**src/rtl/i2c_codec_target.sv**
```systemverilog
// i2c_codec_target: write-only I2C target modelling the WM8731 control port.
// Decodes 3-byte register writes, ACKs on open-drain SDA and keeps a 16 x 9 shadow file.
module i2c_codec_target #(
    parameter logic [6:0]  DEV_ADDR    = 7'h1A,
    parameter int unsigned SYNC_STAGES = 2
) (
    input  logic       i_clk,
    input  logic       i_rst,
    input  logic       i_scl,
    input  logic       i_sda,
    output logic       o_sda_oe,
    output logic       o_reg_wr,
    output logic [6:0] o_reg_addr,
    output logic [8:0] o_reg_data,
    output logic       o_err,
    input  logic [3:0] i_rd_addr,
    output logic [8:0] o_rd_data
);
    localparam int unsigned LP_STAGES = (SYNC_STAGES < 2) ? 2 : SYNC_STAGES;

    typedef enum logic [2:0] {
        ST_IDLE, ST_ADDR, ST_ACK_A, ST_BYTE1, ST_ACK_1, ST_BYTE2, ST_ACK_2, ST_IGNORE
    } state_t;

    logic [LP_STAGES-1:0] r_scl_sync, r_sda_sync;
    logic                 r_scl_d, r_sda_d;
    logic                 w_scl, w_sda, w_scl_rise, w_scl_fall, w_start, w_stop;
    state_t               r_state, w_next;
    logic [2:0]           r_bitcnt;
    logic [6:0]           r_shift;
    logic [7:0]           w_byte;
    logic                 w_byte_done, w_in_ack, w_next_ack, w_partial, w_commit, w_err_evt;
    logic                 r_ack_on, r_ign_bit, r_ign_err;
    logic [6:0]           r_pend_addr;
    logic                 r_pend_d8;
    logic [7:0]           r_pend_lo;
    logic                 r_reg_wr, r_err;
    logic [6:0]           r_reg_addr;
    logic [8:0]           r_reg_data, r_rd_data;
    logic [8:0]           r_shadow [16];

    // Bus idles high, so the synchronizers reset to 1 to avoid a spurious edge.
    always_ff @(posedge i_clk or posedge i_rst) begin
        if (i_rst) begin
            r_scl_sync <= '1;
            r_sda_sync <= '1;
            r_scl_d    <= 1'b1;
            r_sda_d    <= 1'b1;
        end else begin
            r_scl_sync <= {r_scl_sync[LP_STAGES-2:0], i_scl};
            r_sda_sync <= {r_sda_sync[LP_STAGES-2:0], i_sda};
            r_scl_d    <= r_scl_sync[LP_STAGES-1];
            r_sda_d    <= r_sda_sync[LP_STAGES-1];
        end
    end

    assign w_scl       = r_scl_sync[LP_STAGES-1];
    assign w_sda       = r_sda_sync[LP_STAGES-1];
    assign w_scl_rise  = w_scl & ~r_scl_d;
    assign w_scl_fall  = ~w_scl & r_scl_d;
    // SCL must be high in both samples, so an SCL rise always wins as a data bit.
    assign w_start     = w_scl & r_scl_d & r_sda_d & ~w_sda;
    assign w_stop      = w_scl & r_scl_d & ~r_sda_d & w_sda;
    assign w_byte      = {r_shift, w_sda};
    assign w_byte_done = w_scl_rise && (r_bitcnt == 3'd7);
    assign w_in_ack    = (r_state == ST_ACK_A) || (r_state == ST_ACK_1) || (r_state == ST_ACK_2);
    assign w_next_ack  = (w_next == ST_ACK_A) || (w_next == ST_ACK_1) || (w_next == ST_ACK_2);
    assign w_partial   = (r_state == ST_BYTE1) || (r_state == ST_ACK_1) ||
                         (r_state == ST_BYTE2) || (r_state == ST_ACK_2);

    always_ff @(posedge i_clk or posedge i_rst) begin
        if (i_rst) r_state <= ST_IDLE;
        else       r_state <= w_next;
    end

    always_comb begin
        w_next    = r_state;
        w_commit  = 1'b0;
        w_err_evt = 1'b0;
        if (w_start) begin
            w_next    = ST_ADDR;
            w_err_evt = w_partial;
        end else if (w_stop) begin
            w_next    = ST_IDLE;
            w_err_evt = w_partial;
        end else begin
            case (r_state)
                ST_ADDR: if (w_byte_done) begin
                    if (w_byte[7:1] == DEV_ADDR && !w_byte[0]) begin
                        w_next = ST_ACK_A;
                    end else begin
                        w_next    = ST_IGNORE;
                        w_err_evt = 1'b1;
                    end
                end
                ST_ACK_A:  if (w_scl_fall && r_ack_on) w_next = ST_BYTE1;
                ST_BYTE1:  if (w_byte_done) w_next = ST_ACK_1;
                ST_ACK_1:  if (w_scl_fall && r_ack_on) w_next = ST_BYTE2;
                ST_BYTE2:  if (w_byte_done) w_next = ST_ACK_2;
                ST_ACK_2:  if (w_scl_fall && r_ack_on) begin
                    w_next   = ST_IGNORE;
                    w_commit = 1'b1;
                end
                ST_IGNORE: w_err_evt = w_scl_fall && r_ign_bit && !r_ign_err;
                default:   w_next = r_state;
            endcase
        end
    end

    always_comb begin
        o_sda_oe = 1'b0;
        if (w_in_ack && r_ack_on) o_sda_oe = 1'b1;
    end

    always_ff @(posedge i_clk or posedge i_rst) begin
        if (i_rst) begin
            r_shift     <= '0;
            r_bitcnt    <= '0;
            r_ack_on    <= 1'b0;
            r_ign_bit   <= 1'b0;
            r_ign_err   <= 1'b0;
            r_pend_addr <= '0;
            r_pend_d8   <= 1'b0;
            r_pend_lo   <= '0;
            r_reg_wr    <= 1'b0;
            r_err       <= 1'b0;
            r_reg_addr  <= '0;
            r_reg_data  <= '0;
        end else begin
            if (w_scl_rise) r_shift <= w_byte[6:0];
            if (w_start || w_in_ack)  r_bitcnt <= '0;
            else if (w_scl_rise)      r_bitcnt <= r_bitcnt + 3'd1;
            if (!w_next_ack)          r_ack_on <= 1'b0;
            else if (w_scl_fall)      r_ack_on <= 1'b1;
            // An address reject has already reported its error; a post-commit extra byte has not.
            if (r_state != ST_IGNORE) begin
                r_ign_bit <= 1'b0;
                r_ign_err <= (r_state == ST_ADDR);
            end else begin
                if (w_scl_rise) r_ign_bit <= 1'b1;
                if (w_err_evt)  r_ign_err <= 1'b1;
            end
            if (r_state == ST_BYTE1 && w_byte_done) {r_pend_addr, r_pend_d8} <= w_byte;
            if (r_state == ST_BYTE2 && w_byte_done) r_pend_lo <= w_byte;
            r_reg_wr <= w_commit;
            r_err    <= w_err_evt;
            if (w_commit) begin
                r_reg_addr <= r_pend_addr;
                r_reg_data <= {r_pend_d8, r_pend_lo};
            end
        end
    end

    // Register 0x0F is the codec reset register: it wipes the whole shadow file.
    always_ff @(posedge i_clk or posedge i_rst) begin
        if (i_rst) begin
            for (int unsigned i = 0; i < 16; i++) r_shadow[i] <= '0;
            r_rd_data <= '0;
        end else begin
            if (w_commit && r_pend_addr[6:4] == 3'd0) begin
                if (r_pend_addr[3:0] == 4'hF) begin
                    for (int unsigned i = 0; i < 16; i++) r_shadow[i] <= '0;
                end else begin
                    r_shadow[r_pend_addr[3:0]] <= {r_pend_d8, r_pend_lo};
                end
            end
            r_rd_data <= r_shadow[i_rd_addr];
        end
    end

    assign o_reg_wr   = r_reg_wr;
    assign o_err      = r_err;
    assign o_reg_addr = r_reg_addr;
    assign o_reg_data = r_reg_data;
    assign o_rd_data  = r_rd_data;
endmodule

```
**config.mk**
```make
export PLATFORM = sky130hd
export DESIGN_NAME = i2c_codec_target
export DESIGN_NICKNAME = d
export VERILOG_FILES = /design/src/rtl/i2c_codec_target.sv
export SDC_FILE = /design/constraint.sdc
export NUM_CORES = 1
export LEC_CHECK = 0
export ABC_AREA = 1
export ABC_CLOCK_PERIOD_IN_PS = 14900
export BUFFER_PORTS_ARGS = -buffer_cell sky130_fd_sc_hd__buf_2
export CORE_MARGIN = 4
export CORE_UTILIZATION = 25
export DETAILED_ROUTE_END_ITERATION = 8
export PLACE_DENSITY = 0.49
export SYNTH_ARGS = -nofsm -noshare
export SYNTH_HDL_FRONTEND = slang
export SYNTH_SLANG_ARGS = --single-unit
```
**constraint.sdc**
```tcl
create_clock -name i_clk -period 14.9 [get_ports i_clk]
set_input_delay 0 -clock i_clk [delete_from_list [all_inputs] [get_ports i_clk]]
set_output_delay 0 -clock i_clk [all_outputs]
set_load 0.05 [all_outputs]
```
---- Word level (Yosys, flattened, before mapping) ----
Index checks and enable logic that the tools add are counted.
storage, ports and cells
  input bits .............................. 8
  output and inout bits ................... 28
  register bits ........................... 209
  logic and storage cells ................. 125
cells by class
  reduce and logical (&&, ||, !) cells .... 24
  mux-type cells .......................... 35
  equality and inequality tests ........... 15
  $lt $le $gt $ge ......................... 3
  $add $sub $neg .......................... 1
  bitwise gates (word level) .............. 13
operator list
  kind                                                         number
  bitwise mux 144 bit                                          1
  2-to-1 mux 144 bit                                           1
  binary-select mux 9 bit (select 4 bit)                       1
  demux 9 bit (select 4 bit)                                   1
  2-to-1 mux 3 bit                                             11
  2-to-1 mux 9 bit                                             3
  == test 3 bit (second input constant)                        7
  one-hot mux 3 bit (6 select lines)                           1
  2-to-1 mux 1 bit                                             15
  >= comparator 5 bit (second input constant)                  2
  logical AND 1 bit                                            10
  NOT 4 -> 5 bit                                               2
  == test 3 x 2 -> 1 bit (second input constant)               3
  logical OR 1 bit                                             8
  bitwise AND 1 bit                                            7
  == test 7 x 5 -> 1 bit (second input constant)               1
  nonzero test 2 bit                                           3
  less-than comparator 5 x 1 -> 1 bit (second input constant)  1
  == test 4 bit (second input constant)                        1
  NOT 1 bit                                                    4
  adder 3 x 1 -> 3 bit (second input constant)                 1
  == test 3 x 1 -> 1 bit (second input constant)               1
  zero test 3 bit                                              1
  != test 3 bit (second input constant)                        1
  other kinds (3)                                              4

---- Depth between registers and ports, before layout ----
  word-level depth ........................ 11
  mapped depth ............................ 11
  depth with buffers taken out ............ 11

---- Worst setup path before layout ----
OpenSTA, ideal clock, no wires.
  path type ............................... register -> register
  start point ............................. reg r_bitcnt[0]
  end point ............................... reg r_pend_addr[0]
  library setup time ...................... 0.131 ns
  arrival ................................. 1.412 ns
  cell stages (with the launch flop) ...... 8
  clock period less this slack ............ 1.542 ns
  slack ................................... 13.358 ns
  required time ........................... 14.769 ns
  path buffers ............................ 1
  cell sequence ........................... dfrtp_1 -> ha_1 -> ha_1 -> nand3_1 -> inv_1 -> nand2_1 -> clkbuf_1 -> o21ai_0
between the ends
  word-level cells in the longest chain between the ends .. 3
RTL lines
  item                      line  text
  start: declaration        29    logic [2:0] r_bitcnt;
  start signal: assignment  132   else if (w_scl_rise) r_bitcnt <= r_bitcnt + 3'd1;
  == test 3 bit             65    assign w_byte_done = w_scl_rise && (r_bitcnt == 3'd7);
  logical AND 1 bit         65
  logical AND 1 bit         143   if (r_state == ST_BYTE1 && w_byte_done) {r_pend_addr, r_pend_d8} <= w_byte;
  end signal: assignment    143
  end: declaration          34    logic [6:0] r_pend_addr;
Every way passes these cells.
A chain may end at the register's enable or synchronous reset.

---- Worst setup path in the final report ----
  start point ............................. reg r_state[0]
  end point ............................... reg r_shadow[38] in the netlist's numbering
between the ends
  word-level cells in the longest chain between the ends .. 5
RTL lines
  item                            line  text
  start: declaration              28    state_t r_state, w_next;
  start signal: assignment        73    else r_state <= w_next;
  == test 3 bit                   87    case (r_state)
  2-to-1 mux 1 bit                87
  2-to-1 mux 1 bit                83    end else if (w_stop) begin
  2-to-1 mux 1 bit                80    if (w_start) begin
  logical AND 1 bit               160   if (w_commit && r_pend_addr[6:4] == 3'd0) begin
  end signal: indexed assignment  164   r_shadow[r_pend_addr[3:0]] <= {r_pend_d8, r_pend_lo};
  end: declaration                40    logic [8:0] r_shadow [16];
Every way passes these cells.

==> summary.md <==
| Metric | Value |
|---|---|
| Outcome | finished, final reports clean |
| Actual slew at the worst max-slew pin | 1.16 ns |
| GP Congestion | 0.844 |
| Power consumption | 1.30 mW |
| Drc violations | 0 |
| Hold Path Origin | i_sda |
| Root cell of the clock tree | clkbuf_16 |
| Biggest area contributors in the synthesized netlist | dfrtp_1 (55%), nand2_1 (11%), o21ai_0 (9.7%) |
| R2R depth | 8 |
| Combinational cell fraction of total power | between 7 and 8% |
| Asr flop ratio synth | 100% |
| H-tree depth reported by CTS | 1 |
| Floorplan row count | 70 |
| Final routed wirelength across all metal layers | a little under 30,000 um |
| TritonCTS buffer count | 25 |
| Slew margin rel. | 22.8% |
| Number of max-cap violations | 0 |
| Nets | about 1,100 |
| Sort of element at the end of the critical path | register |
| Critical path arrival | 2.83 ns |
| TNS Setup | 0 ns |
| Overflow after GRT | 0 |
| Pin count of the biggest net entering global routing | 132 |
| Number of top-level pins | 36 |
| Net switching component of the power | 0.331 mW |
| Gate count after technology mapping | 1,037 |
| Ratio of cells with drive above 1 in the final layout | 12.4% |
| Maximum vdd drop | 0.0782 mV |
| Clock network latency to the later pin of the worst-skew pair | 0.55 ns |
| Startpoint class of the critical path | register |
| Overall via count from detail_route | 7,541 |
| Flop and latch count out of synthesis | 209 |
| Destination of the worst register-to-register timing path | r_shadow[38] |
| Antenna diodes | 0 |
| Syn. warnings | 0 |
| Largest fanout on the critical path | 32 |
| Maximum clock path buffer count | 3 |
| Number of synthesized flops with an enable pin | 0 |
| Mean routed wirelength per cell | 18.9 um |
| Clock transition time at the flip-flop clock pins of the worst setup and hold paths | 0.06 ns |
| Number of antenna violations at the first check in global routing | 0 |
| Final period util | about 16% |
| Die Y | 200 um |
| Min cycle time layout | between 2 and 2.5 ns |
| Syn_nets | 1,047 |
| Synth Cell Area | between 9000 and 10,000 sq um |
| TritonCTS clock tree | yes |
| Final setup fails | 0 |
| Post-CTS setup buffers | 0 |
| Area added between synthesis and finish | 15.9% |
| Part of the total power dissipated in sequential elements | 45.3% |
| Total GRT Usage | approximately 15% |
| Vias per Instance | 4.86 |
| Share of the synthesized area in the top cell type | 55.1% |
| Setup repair after global routing missed its margin | false |
| Placeable core region | 36,400 sq um |
| Count of nets left with antenna violations after detail routing | 0 |
| Part of the power in the clock network | 47.2% |
| Standby leakage power | around 4.7 nW |
| Final core utilization | 29.3% |
| Cell depth of the worst min-delay path | 2 |
| Timing-limited maximum frequency | ~410 MHz |
| Hold endpoint | r_sda_sync[0] |
| Seq/Total Area, Yosys | between 50% and 60% |
| Half-perimeter wire length after placement | approximately 19,000 um |
| Sink count of the clock tree | 209 |
| Initial cell density of the core | 25.3% |
| Worst Setup Slack post-DPL | 12.46 ns |
| Top FF cell, synth | dfrtp_1 |
| Global-route wire length before repair | 46,000 um |
| Fin worst setup slack | about 12 ns |
| Type of the worst setup path | register to register |
| Cell accounting for the most synthesized area | dfrtp_1 |
| Number of distinct library cells after synthesis | 36 |
| Overall die area | 40,000 sq um |
| DRC violation total after the first TritonRoute iteration | ~560 |
| Reg2reg start | r_state[0] |
| Slew Viols, Final | 0 |
| Req. time, crit path | 15.30 ns |
| Power Dens Cells | 122 nW/um^2 |
| Post-route clock skew | 0.0293 ns |
| Switch share | between 20% and 30% |
| Internal power | 0.973 mW |
| Reg2reg setup slack | 12.47 ns |
| Worst hold path type | primary input to register |
| Number of port buffers | 35 |
| Vias in the first global route | 7,664 |
| Average footprint of a synthesized cell | 8.88 sq um |
| Drt pass-1 iters | 5 |
| Horizontal die dimension | 200 um |
| Final Hold Vio Count | 0 |
## repair_timing
action / 4_1_cts / 5_1_grt
hold endpoints to repair: 135 / 0
hold buffers: 4 / 0
gates resized for setup: 0 / 0
## kinds of logic (layout without fill, tap and decap cells)
logic type / after synthesis / count (layout) / synth area share, %
adder cells (fa/ha/maj): 2 / 2 / 0.272
AND/OR/NAND/NOR: 424 / 424 / 19.2
buffers and inverters: 91 / 139 / 4.21
AO/OA/AOI/OAI: 310 / 310 / 19.4
flip-flops: 209 / 209 / 56.9
XOR/XNOR: 1 / 1 / 0.0951
## layout by cell type, fill, tap and decap left out, drive strengths merged
cell / synthesis / final
dfstp: 6 / 6
o21ai: 259 / 259
bufinv: 0 / 1
o221ai: 28 / 28
dlygate4sd3: 0 / 4
a31oi: 1 / 1
dfrtp: 203 / 203
a21boi: 1 / 1
nand3: 26 / 26
o22ai: 8 / 8
nor3: 2 / 2
o211ai: 9 / 9
xor2: 1 / 1
buf: 14 / 38
clkinv: 3 / 9
inv: 48 / 49
or3: 1 / 1
a21oi: 4 / 4
nand2: 291 / 291
ha: 2 / 2
nor2: 102 / 102
clkbuf: 26 / 38
nand4: 2 / 2
## per-stage QoR
stage	std cells	cell area [sq um]	hold slack [ns]
after global routing	1553	10700	0.119
after global placement	1503	9810	0.107
after CTS	1553	10700	0.0775
after floorplan	1037	9210	0.00448
final	1553	10700	0.118
after detailed placement	1503	9810	0.106
## power by group through the flow
stage / clock network, mW / registers [mW] / logic, mW
after floorplan: 0 / 0.609 / 0.0606
after global placement: 0 / 0.601 / 0.0981
after detailed placement: 0 / 0.601 / 0.0977
after CTS: 0.631 / 0.591 / 0.0991
after global routing: 0.654 / 0.592 / 0.110
final: 0.615 / 0.591 / 0.0977
## registers in the layout, indices dropped and copies added (netlist names), 2 cells and up
signal	flops
r_pend_lo	8
r_state	3
o_rd_data	9
r_pend_addr	7
r_scl_sync	2
r_bitcnt	3
r_shadow	144
o_reg_addr	7
r_shift	7
r_sda_sync	2
o_reg_data	9
## layout make-up
class	count	area, sq um
Clock buffer	38	754
Clock inverter	8	68.8
Fill cell	3842	25800
Inverter	51	201
Multi-Input combinational cell	737	3590
Sequential cell	209	5240
Tap cell	468	586
Timing Repair Buffer	42	238
## critical path, cell delays in order (launching register included)
cell and delay (ns):
dfrtp_1 0.43, inv_2 0.13, nand2_2 0.09, nor2_4 0.12
nand2_4 0.22, nor2_8 0.60, o21ai_2 0.42, nand2_1 0.18
o21ai_2 0.07
## worst max-delay path by stage
stage	from	endpoint	slack, ns	cells past startpoint
final	r_state[0]	r_shadow[38]	12.47	8
after global routing	r_state[0]	r_shadow[38]	12.25	8
after floorplan	i_rst	o_err	9.20	1
after detailed placement	r_state[0]	r_shadow[38]	12.46	8
after global placement	r_scl_d	r_shadow[36]	12.49	7
after CTS	r_state[0]	r_shadow[41]	12.45	8
## synth_stat cells (3+ instances only)
master	n
nand2_1	279
dfrtp_1	203
o21ai_0	178
nor2_1	97
o21ai_1	60
inv_1	42
o221ai_1	28
clkbuf_1	26
nand3_1	23
o21ai_2	19
nand2_4	9
o211ai_1	9
o22ai_1	8
buf_2	7
dfstp_2	6
inv_2	5
a21oi_1	4
buf_1	3
clkinv_1	3
nand2_2	3
nand3_2	3
## routing by layer
metal	part of all wire [%]	global-route usage [%]
met1	44	19.6
met3	5.2	2.92
met4	4.0	5.53
met5	0	0
met2	47	24.3
Power figures use the tool's default switching activity.
